===== src/rtl/capture_sequencer_if.sv =====
// capture_sequencer_if: UDP header request plus the sample-in and payload-out byte streams.
interface capture_sequencer_if;
    logic        hdr_valid;
    logic        hdr_ready;
    logic [15:0] udp_length;
    logic [7:0]  src_tdata;
    logic        src_tvalid;
    logic        src_tready;
    logic [7:0]  m_tdata;
    logic        m_tvalid;
    logic        m_tready;
    logic        m_tlast;
    logic        tx_done;
    modport master (
        output hdr_valid, udp_length, src_tready, m_tdata, m_tvalid, m_tlast,
        input  hdr_ready, src_tdata, src_tvalid, m_tready, tx_done
    );
    modport slave (
        input  hdr_valid, udp_length, src_tready, m_tdata, m_tvalid, m_tlast,
        output hdr_ready, src_tdata, src_tvalid, m_tready, tx_done
    );
endinterface


===== src/rtl/capture_sequencer.sv =====
// capture_sequencer: turns one start pulse into a burst of UDP packets, each a
// big-endian sequence number followed by DATA_BYTES bytes from the sample buffer.
module capture_sequencer #(
    parameter int DATA_BYTES       = 1024,
    parameter int PKTS_PER_CAPTURE = 64,
    parameter int GAP_CYCLES       = 16
) (
    input  logic                       clk,
    input  logic                       rst_n,
    input  logic                       start,
    input  logic                       abort,
    output logic                       busy,
    output logic                       done,
    output logic                       aborted,
    output logic [15:0]                pkt_count,
    output logic [15:0]                seq_num,
    capture_sequencer_if.master        bus
);
    typedef enum logic [2:0] {IDLE, HDR, SEQ_HI, SEQ_LO, DATA, WAIT_DONE, GAP} state_t;
    localparam logic [15:0] LAST_BEAT = 16'(DATA_BYTES - 1);
    localparam logic [15:0] LAST_PKT  = 16'(PKTS_PER_CAPTURE - 1);
    localparam logic [31:0] LAST_GAP  = 32'(GAP_CYCLES - 1);
    state_t      state_q, state_d;
    logic [15:0] byte_q, byte_d, pkt_count_q, pkt_count_d, seq_num_q, seq_num_d;
    logic [31:0] gap_q, gap_d;
    logic        pend_q, pend_d, aborted_q, aborted_d, done_q, done_d;
    logic        busy_q, busy_d, hdr_valid_q, hdr_valid_d;
    logic        beat;
    assign beat = (state_q == DATA) && bus.src_tvalid && bus.m_tready;
    always_comb begin
        state_d     = state_q;
        byte_d      = byte_q;
        pkt_count_d = pkt_count_q;
        seq_num_d   = seq_num_q;
        gap_d       = gap_q;
        aborted_d   = aborted_q;
        // an abort once the header is accepted only takes effect after tx_done
        pend_d      = pend_q | (abort && (state_q inside {SEQ_HI, SEQ_LO, DATA, WAIT_DONE}));
        case (state_q)
            IDLE: if (start) begin
                state_d     = HDR;
                pkt_count_d = '0;
                aborted_d   = 1'b0;
                pend_d      = 1'b0;
            end
            HDR: if (abort) begin
                state_d   = IDLE;
                aborted_d = 1'b1;
            end else if (bus.hdr_ready) state_d = SEQ_HI;
            SEQ_HI: if (bus.m_tready) state_d = SEQ_LO;
            SEQ_LO: if (bus.m_tready) begin
                state_d = DATA;
                byte_d  = '0;
            end
            DATA: if (beat) begin
                byte_d = byte_q + 16'd1;
                if (byte_q == LAST_BEAT) state_d = WAIT_DONE;
            end
            WAIT_DONE: if (bus.tx_done) begin
                pkt_count_d = pkt_count_q + 16'd1;
                seq_num_d   = seq_num_q + 16'd1;
                gap_d       = '0;
                if (pkt_count_q == LAST_PKT || pend_d) begin
                    state_d   = IDLE;
                    aborted_d = pend_d;
                end else state_d = (GAP_CYCLES == 0) ? HDR : GAP;
            end
            GAP: if (abort) begin
                state_d   = IDLE;
                aborted_d = 1'b1;
            end else if (gap_q == LAST_GAP) state_d = HDR;
            else gap_d = gap_q + 32'd1;
            default: state_d = IDLE;
        endcase
        busy_d      = state_d != IDLE;
        hdr_valid_d = state_d == HDR;
        done_d      = (state_q != IDLE) && (state_d == IDLE);
    end
    always_ff @(posedge clk or negedge rst_n) begin
        if (!rst_n) begin
            state_q     <= IDLE;
            byte_q      <= '0;
            pkt_count_q <= '0;
            seq_num_q   <= '0;
            gap_q       <= '0;
            pend_q      <= 1'b0;
            aborted_q   <= 1'b0;
            done_q      <= 1'b0;
            busy_q      <= 1'b0;
            hdr_valid_q <= 1'b0;
        end else begin
            state_q     <= state_d;
            byte_q      <= byte_d;
            pkt_count_q <= pkt_count_d;
            seq_num_q   <= seq_num_d;
            gap_q       <= gap_d;
            pend_q      <= pend_d;
            aborted_q   <= aborted_d;
            done_q      <= done_d;
            busy_q      <= busy_d;
            hdr_valid_q <= hdr_valid_d;
        end
    end
    assign busy           = busy_q;
    assign done           = done_q;
    assign aborted        = aborted_q;
    assign pkt_count      = pkt_count_q;
    assign seq_num        = seq_num_q;
    assign bus.hdr_valid  = hdr_valid_q;
    assign bus.udp_length = 16'(DATA_BYTES + 10);
    assign bus.src_tready = (state_q == DATA) && bus.m_tready;
    assign bus.m_tvalid   = (state_q == SEQ_HI) || (state_q == SEQ_LO) || ((state_q == DATA) && bus.src_tvalid);
    assign bus.m_tlast    = (state_q == DATA) && (byte_q == LAST_BEAT);
    assign bus.m_tdata    = (state_q == SEQ_HI) ? seq_num_q[15:8] :
                            (state_q == SEQ_LO) ? seq_num_q[7:0]  :
                            (state_q == DATA)   ? bus.src_tdata   : 8'h00;
endmodule

===== src/flat_wrapper.sv =====
// flat-port wrapper written by rule: the top's interface ports become plain ports
module capture_sequencer_flat 
#(
    parameter int DATA_BYTES       = 1024,
    parameter int PKTS_PER_CAPTURE = 64,
    parameter int GAP_CYCLES       = 16
)
  (clk, rst_n, start, abort, busy, done, aborted, pkt_count, seq_num, bus_hdr_valid, bus_udp_length, bus_src_tready, bus_m_tdata, bus_m_tvalid, bus_m_tlast, bus_hdr_ready, bus_src_tdata, bus_src_tvalid, bus_m_tready, bus_tx_done);
  capture_sequencer_if bus_i ();
  input  logic clk;
  input  logic rst_n;
  input  logic start;
  input  logic abort;
  output logic busy;
  output logic done;
  output logic aborted;
  output logic [15:0] pkt_count;
  output logic [15:0] seq_num;
  output wire logic [$bits(bus_i.hdr_valid)-1:0] bus_hdr_valid;
  output wire logic [$bits(bus_i.udp_length)-1:0] bus_udp_length;
  output wire logic [$bits(bus_i.src_tready)-1:0] bus_src_tready;
  output wire logic [$bits(bus_i.m_tdata)-1:0] bus_m_tdata;
  output wire logic [$bits(bus_i.m_tvalid)-1:0] bus_m_tvalid;
  output wire logic [$bits(bus_i.m_tlast)-1:0] bus_m_tlast;
  input wire logic [$bits(bus_i.hdr_ready)-1:0] bus_hdr_ready;
  input wire logic [$bits(bus_i.src_tdata)-1:0] bus_src_tdata;
  input wire logic [$bits(bus_i.src_tvalid)-1:0] bus_src_tvalid;
  input wire logic [$bits(bus_i.m_tready)-1:0] bus_m_tready;
  input wire logic [$bits(bus_i.tx_done)-1:0] bus_tx_done;
  assign bus_hdr_valid = bus_i.hdr_valid;
  assign bus_udp_length = bus_i.udp_length;
  assign bus_src_tready = bus_i.src_tready;
  assign bus_m_tdata = bus_i.m_tdata;
  assign bus_m_tvalid = bus_i.m_tvalid;
  assign bus_m_tlast = bus_i.m_tlast;
  assign bus_i.hdr_ready = bus_hdr_ready;
  assign bus_i.src_tdata = bus_src_tdata;
  assign bus_i.src_tvalid = bus_src_tvalid;
  assign bus_i.m_tready = bus_m_tready;
  assign bus_i.tx_done = bus_tx_done;
  capture_sequencer #(.DATA_BYTES(DATA_BYTES), .PKTS_PER_CAPTURE(PKTS_PER_CAPTURE), .GAP_CYCLES(GAP_CYCLES)) u_core (.clk(clk), .rst_n(rst_n), .start(start), .abort(abort), .busy(busy), .done(done), .aborted(aborted), .pkt_count(pkt_count), .seq_num(seq_num), .bus(bus_i));
endmodule

===== config.mk =====
export PLATFORM = sky130hd
export DESIGN_NAME = capture_sequencer_flat
export DESIGN_NICKNAME = d
export VERILOG_FILES = /design/src/rtl/capture_sequencer_if.sv /design/src/rtl/capture_sequencer.sv /design/src/flat_wrapper.sv
export SDC_FILE = /design/constraint.sdc
export NUM_CORES = 1
export LEC_CHECK = 0
export BUFFER_PORTS_ARGS = -buffer_cell sky130_fd_sc_hd__buf_2
export CAP_MARGIN = 20
export CORE_UTILIZATION = 50
export CTS_CLUSTER_DIAMETER = 100
export DETAILED_ROUTE_END_ITERATION = 6
export GPL_ROUTABILITY_DRIVEN = 0
export MAX_ROUTING_LAYER = met4
export PLACE_DENSITY = 0.72
export SYNTH_ARGS = -nofsm -noshare
export SYNTH_HDL_FRONTEND = slang
export SYNTH_SLANG_ARGS = --single-unit

===== constraint.sdc =====
create_clock -name clk -period 4.5 [get_ports clk]
set_clock_uncertainty 0.05 [all_clocks]
set_input_delay 0.9 -clock clk [delete_from_list [all_inputs] [get_ports clk]]
set_output_delay 0.9 -clock clk [all_outputs]
set_load 0.01 [all_outputs]

Word-level counts from Yosys, hierarchy flattened
Cells that the tools add are included.

word-level totals
  bits in registers = 88
  bits of input ports = 16
  output and inout bits = 63
  logic and storage cells = 89

cells by class
  add/sub/neg operators = 4
  equality and inequality tests = 18
  mux-type cells = 32
  bitwise gates (word level) = 1
  reduce and logical (&&, ||, !) cells = 24

operators with widths
  cell                   count
  $mux 32                3
  $mux 16                4
  $pmux 16 s2            2
  $pmux 32 s2            1
  $add 16x1->16 const B  3
  $mux 3                 11
  $add 32x1->32 const B  1
  $eq 32x4->1 const B    1
  $mux 8                 3
  $pmux 3 s7             1
  $eq 16x10->1 const B   1
  $eq 16x6->1 const B    1
  $ne 2x2->1 const B     6
  $eq 3x3->1 const B     3
  $reduce_bool 3->1      3
  $eq 3x1->1 const B     2
  $eq 3x2->1 const B     2
  $logic_and 1x1->1      6
  $logic_not 3->1        2
  $mux 1                 6
  $reduce_and 3->1       2
  $reduce_bool 2->1      3
  $reduce_and 5->1       1
  $ne 2x1->1 const B     2
  other kinds (7)        9

Logic depth before layout (Yosys ltp)
Gate-level depths: netlist of run 1.

  depth in word-level cells = 10
  gate-level depth with buffers = 8
  depth with buffers taken out = 6

Worst setup path after synthesis of run 1
Ideal clock, no wire load.

  kind = register to output
  start point = reg u_core.byte_q[10]
  end point = out bus_m_tlast
  arrival = 1432 ps
  required time = 3550 ps
  slack = 2118 ps
  cell stages (with the launch flop) = 4
  path buffers = 0
  cells stage by stage = dfrtp_1 or4b_2 nor3_1 and3_1

between the ends
  longest elaborated chain between the ends = 2

ends and longest elaborated chain
  item                    line                      RTL
  start, declared         capture_sequencer.sv:24   logic [15:0] byte_q, byte_d, pkt_count_q, pkt_count_d, seq_num_q, seq_num_d;
  start signal, assigned  capture_sequencer.sv:93   byte_q <= byte_d;
  $eq 16x10->1            capture_sequencer.sv:113  assign bus.m_tlast = (state_q == DATA) && (byte_q == LAST_BEAT);
  $logic_and 1x1->1       capture_sequencer.sv:113
  end, declared           flat_wrapper.sv:24        output wire logic [$bits(bus_i.m_tlast)-1:0] bus_m_tlast;

Every way passes these cells.

Final worst setup path of run 1
  start point = reg u_core.state_q[0]
  end point = out bus_m_tdata[7]

between the ends
  longest elaborated chain between the ends = 4
  elaborated cells on any way between the ends = 6
  classes of those cells = eq/ne (3); mux (3)

ends and longest elaborated chain
  item                    line                      RTL
  start, declared         capture_sequencer.sv:23   state_t state_q, state_d;
  start signal, assigned  capture_sequencer.sv:92   state_q <= state_d;
  $eq 3x3->1              capture_sequencer.sv:116  (state_q == DATA) ? bus.src_tdata : 8'h00;
  $mux 8                  capture_sequencer.sv:116
  $mux 8                  capture_sequencer.sv:115  (state_q == SEQ_LO) ? seq_num_q[7:0] :
  $mux 8 *                capture_sequencer.sv:114  assign bus.m_tdata = (state_q == SEQ_HI) ? seq_num_q[15:8] :
  end, declared           flat_wrapper.sv:22        output wire logic [$bits(bus_i.m_tdata)-1:0] bus_m_tdata;

Every way passes the cells marked *; elsewhere a longest branch is shown, timed or not.

==> results of run 1 <==
==> layout make-up <==
cell class | instances | share of cell area
Clock inverter | 6 | 0.0121
Inverter | 15 | 0.0101
Multi-Input combinational cell | 417 | 0.468
Tap cell | 133 | 0.0297
Clock buffer | 10 | 0.0228
Timing Repair Buffer | 67 | 0.0640
Sequential cell | 88 | 0.394
==> worst max-delay path by stage <==
stage,endpoint,cells after the start,from
global placement,bus_m_tdata[3],5,u_core.state_q[0]
global route,bus_m_tdata[7],5,u_core.state_q[0]
finish,bus_m_tdata[7],5,u_core.state_q[0]
CTS,bus_m_tdata[6],5,u_core.state_q[0]
detailed placement,bus_m_tdata[6],5,u_core.state_q[0]
floorplan,bus_m_tlast,3,u_core.byte_q[10]
==> kinds of logic after synthesis <==
group	Yosys count	share of synthesized area
flip-flops	88	0.435
buffers and inverters	54	0.0593
AO/OA/AOI/OAI	87	0.113
multiplexers	13	0.0257
adder cells (fa/ha/maj)	4	0.00988
XOR/XNOR	46	0.0795
AND/OR/NAND/NOR	251	0.277
other	2	0.00148
==> synth_stat cells, drive strengths merged, types with 3 or more instances <==
| cell type | n | area, um^2 |
|---|---|---|
| a21oi | 28 | 144 |
| and2 | 5 | 31.3 |
| and3 | 8 | 50.1 |
| and4 | 9 | 78.8 |
| and4bb | 3 | 37.5 |
| buf | 30 | 210 |
| clkbuf | 9 | 33.8 |
| dfrtp | 88 | 2200 |
| ha | 4 | 50.1 |
| inv | 15 | 56.3 |
| mux2i | 13 | 130 |
| nand2 | 59 | 221 |
| nand2b | 4 | 25.0 |
| nand3 | 29 | 145 |
| nand4 | 18 | 113 |
| nor2 | 42 | 158 |
| nor3 | 19 | 105 |
| nor3b | 4 | 30.0 |
| nor4 | 17 | 113 |
| o211ai | 5 | 51.3 |
| o21a | 3 | 22.5 |
| o21ai | 26 | 134 |
| o31ai | 9 | 67.6 |
| or3 | 13 | 81.3 |
| or4 | 7 | 52.6 |
| xnor2 | 28 | 245 |
| xor2 | 18 | 158 |
==> per-stage QoR <==
| stage | cells | area (um^2) | total power [mW] | util |
|---|---|---|---|---|
| 2_1_floorplan | 559 | 5120 | 1.34 | - |
| 3_3_place_gp | 719 | 5390 | 1.46 | 0.548 |
| 3_5_place_dp | 719 | 5390 | 1.48 | 0.548 |
| 4_1_cts | 735 | 5580 | 2.03 | 0.568 |
| 5_1_grt | 736 | 5600 | 2.14 | 0.570 |
| 6_report | 736 | 5600 | 2.01 | 0.570 |
==> state kept, by name (all words and copies together) (netlist names) <==
register,count
u_core.busy,1
u_core.byte_q,16
u_core.pend_q,1
u_core.pkt_count,16
u_core.aborted,1
u_core.state_q,3
u_core.bus.hdr_valid,1
u_core.done,1
u_core.gap_q,32
u_core.seq_num,16
==> where the power goes <==
part | total, mW | internal (mW) | switching [mW]
Combinational | 0.476 | 0.207 | 0.269
Sequential | 0.988 | 0.851 | 0.137
Clock | 0.549 | 0.260 | 0.289
Total | 2.01 | 1.32 | 0.695
==> layer usage <==
| layer | vias up | global-route usage |
|---|---|---|
| li1 | 2037 | - |
| met1 | 2078 | 0.301 |
| met2 | 107 | 0.354 |
| met3 | 10 | 0.0332 |
| met4 | 0 | 0.0758 |
| met5 | - | - |
==> metrics.txt, run 1 <==
met2 wire len=between 5000 and 6000 um; multi-input logic area=2620 um^2; kind of critical path=reg -> out; Ant. Diodes=0; Vias/cell=~5.8; top_reg_cell synth=dfrtp_1; # clock sinks=between 80 and 90; # IOs=79; Critical path buffers and inverters=2; WP data arrival=between 2 and 2.5 ns; number of global-route vias before repair=about 3800; Final HPWL DP=around 7800 um; Max Clk Rate=a little under 0.3 GHz; GRT Util Overall=0.226; Synth Register Bits=between 80 and 90; crit path cell chain=nor3b_1 -> buf_4 -> nand2_1 -> o21ai_0 -> buf_2; Die Y=about 100 um; CORE AREA=9820 um^2; Post-Syn Area=~5000 um^2; critical register-to-register path startpoint=u_core.state_q[0]; # hold bufs at CTS=0; count of cell types in the netlist=61; worst hold-check path type=reg -> reg; clk_lat worst skew=0.35 ns; Synth Instances=~550; status=finished, final reports clean; hold path cells=1; initial cell density of the core=0.516; max-slew violations=0; post-route ant nets=0; sequential cell area fraction in the yosys report=0.435; P_leak=approximately 2.5 nW; CTS H-tree lvls=3; wirelength, routed=11300 um; warning count from the yosys run=0; Post CTS Setup Buffer Count=0; FF-to-FF End=u_core.gap_q[26]; CTS clk-pin slew, worst paths=about 0.09 ns; Vias=between 4000 and 5000; most frequent cells in the layout=88 x dfrtp_1, 61 x buf_2, 59 x nand2_1; highest routed layer=met4; # fillers=899; Port Buffer Count=62; Syn-to-layout area delta=10.4%; final hold violations=0; area of the die=~11000 um^2; Pwr Density=about 360 nW/um^2; commonest non-fill, non-tap cell in the layout=dfrtp_1; VDD IR-drop max=0.207 mV; wl on met1=~5300 um; routed wl met3=473 um; delay-heaviest family, CP=flip-flops; layout cells sized above 1=0.166; Critical Path RT=~3.6 ns; R2R setup slack=1.60 ns; Worst Path Max Fanout=28; Remaining DRCs=0; TNS Setup=0 ns; hold_sp=u_core.byte_q[0]; WL/cell=15.3 um; worst setup margin=1.15 ns; initial antenna violation count=0; cts bufs inserted=9; Clock Tree Buf Depth=2; max incr delay on CP=0.81 ns; final setup vio count=0; max-capacitance violation count=0; Worst Tran Pin Value=1.12 ns; Layout Nets=roughly 620; Congestion Overflow GR=0; Root Driver=clkbuf_8; drt first pass iters=5; part of the cycle the worst path needs=0.745; Hold EP=u_core.byte_q[0]; min Tclk post-route=roughly 3.4 ns; drt first-iter violations=245; register area=2200 um^2; Avg Cell Area, Syn=a little over 9 um^2; worst reg2reg path depth=5; CTS tree=built; pre-CTS setup slack=1.56 ns; post-CTS sizing=0; WHS=0.450 ns; placement row count=36; first-pass GRT wire length=about 18000 um; EDFF count, synth=0; Worst setup SP type=flip-flop; Die W=roughly 100 um; Setup crit end kind=primary output; largest net degree at the start of global routing=between 50 and 60; Critical Path Slowest Stage Cell=dfrtp_1; Slew headroom=0.253; RSZ-0062 raised after global routing=false; ys async rst share=1.00
Power figures use the tool's default switching activity.
==> inputs of run 2 (changes only) <==
==> constraint.sdc (replaced) <==
create_clock -name clk -period 3.2 [get_ports clk]
set_clock_uncertainty 0.05 [all_clocks]
set_input_delay 0.64 -clock clk [delete_from_list [all_inputs] [get_ports clk]]
set_output_delay 0.64 -clock clk [all_outputs]
set_load 0.01 [all_outputs]
==> metrics.txt, run 2 (synthesis gave the netlist of run 1 again) <==
# clock sinks=88 (unchanged); CP Launch Point=u_core.byte_q[10]; max-slew violations=0 (unchanged); Die Y=103 um (unchanged); Largest Register=u_core.gap_q; clk_lat worst skew=0.37 ns (+0.02 ns); P_leak=2.52 nW (+1.1%); CTS H-tree lvls=3 (unchanged); placement row count=36 (unchanged); post-route ant nets=0 (unchanged); Final HPWL DP=8090 um (+3.5%); fin cells=741 (+0.68%); Layout Nets=624 (+0.97%); Port Buffer Count=62 (unchanged); Ant. Diodes=0 (unchanged); Vias=4324 (+2.2%); number of global-route vias before repair=4037 (+6.2%); critical register-to-register path startpoint=u_core.state_q[2]; FF-to-FF End=u_core.seq_num[13]; Syn-to-layout area delta=10.8%; post-CTS sizing=0 (unchanged); WL/cell=15.7 um (+2.7%); max-capacitance violation count=0 (unchanged); Max Clk Rate=0.365 GHz; Critical Path RT=2.51 ns (-1.04 ns); first-pass GRT wire length=18800 um (+3.5%); WP data arrival=2.05 ns (-0.35 ns); max incr delay on CP=0.68 ns (-0.13 ns); Slew headroom=0.531 (+0.278); area of the die=10500 um^2 (unchanged); status=finished, final reports clean; CORE AREA=9820 um^2 (unchanged); part of the cycle the worst path needs=0.856; TNS Setup=0 ns (unchanged); CTS clk-pin slew, worst paths=0.09 ns (about the same); R2R setup slack=0.83 ns (-0.77 ns); Congestion Overflow GR=0 (unchanged); crit path cell chain=or4b_2 -> nor3_1 -> and3_1 -> buf_2; initial cell density of the core=0.516 (unchanged); CTS tree=built; Worst setup SP type=flip-flop; VDD IR-drop max=0.222 mV (+7.4%); Clock Tree Buf Depth=2 (unchanged); Post CTS Setup Buffer Count=0 (unchanged); drt first-iter violations=231 (-5.7%); Critical Path Slowest Stage Cell=or4b_2; Root Driver=clkbuf_8; commonest non-fill, non-tap cell in the layout=dfrtp_1; wirelength, routed=11600 um (+3.4%); drt first pass iters=4 (-1); most frequent cells in the layout=88 x dfrtp_1, 61 x buf_2, 59 x nand2_1; worst hold-check path type=in -> async; placed cell count=726 (+0.97%); Setup crit end kind=primary output; final setup vio count=0 (unchanged); Worst Path Max Fanout=5 (-82%); Die W=103 um (unchanged); max reg flops=32 (unchanged); initial antenna violation count=0 (unchanged); fin util=0.572 (+0.00204); Vias/cell=5.84 (+1.5%); largest net degree at the start of global routing=54 (-3.6%); Worst Tran Pin Value=0.704 ns (-0.417 ns); worst reg2reg path depth=5 (unchanged); GRT Util Overall=0.238 (+0.0122); kind of critical path=reg -> out; cts bufs inserted=9 (unchanged); Remaining DRCs=0 (unchanged); # fillers=901 (+0.22%); # IOs=79 (unchanged); layout cells sized above 1=0.174 (+0.00850); min Tclk post-route=about 2.7 ns; # hold bufs at CTS=0 (unchanged); Final Power=2.82 mW (+40%); RSZ-0062 raised after global routing=false; Pwr Density=503 nW/um^2 (+40%); final hold violations=0 (unchanged)
[run 2: stage by stage]
stage / area [um^2] / hold WS (ns) / setup WS [ns]
after detailed placement: 5440 / 0.444 / 0.799
after floorplan: 5120 / 0.294 / 1.08
after CTS: 5620 / 0.282 / 0.462
final: 5620 / 0.254 / 0.460
after global placement: 5440 / 0.426 / 0.868
after global routing: 5620 / 0.295 / 0.360
[run 2: power by group]
part | internal (mW) | switching [mW]
Clock | 0.306 | 0.425
Combinational | 0.309 | 0.459
Sequential | 1.20 | 0.124
Total | 1.81 | 1.01
[run 2: cell type report]
type                    count  area, um^2  share of cell area
multi-input cells         417        2620               0.466
repair buffers             73         395              0.0704
clock buffers              10         138              0.0245
clock inverters             5        40.0             0.00713
inverters                  15        56.3              0.0100
well taps                 133         166              0.0296
flip-flops and latches     88        2200               0.392
[run 2: routing by layer]
layer  wire length [um]  vias to the layer above  part of all wire  GRT usage
met5                  0                        -                 0          -
met4                176                        0             0.015     0.0890
met3                459                       13             0.039     0.0407
met2               5710                      125              0.49      0.391
met1               5290                     2129              0.45      0.295
li1                   -                     2057                 -          -
[run 2: how the worst max path moves through the flow]
stage / slack, ns / depth (start not counted) / to
after floorplan: 1.08 / 3 / bus_m_tlast
after global placement: 0.87 / 6 / u_core.seq_num[15]
after detailed placement: 0.80 / 6 / u_core.seq_num[13]
after CTS: 0.46 / 4 / bus_m_tlast
after global routing: 0.36 / 4 / bus_m_tlast
final: 0.46 / 4 / bus_m_tlast
[run 2: worst max-delay path, delay by kind of cell (launching register included)]
kind	cells	cell delay (ns)
flip-flops	1	0.43
buffers and inverters	1	0.12
AND/OR/NAND/NOR	3	1.12
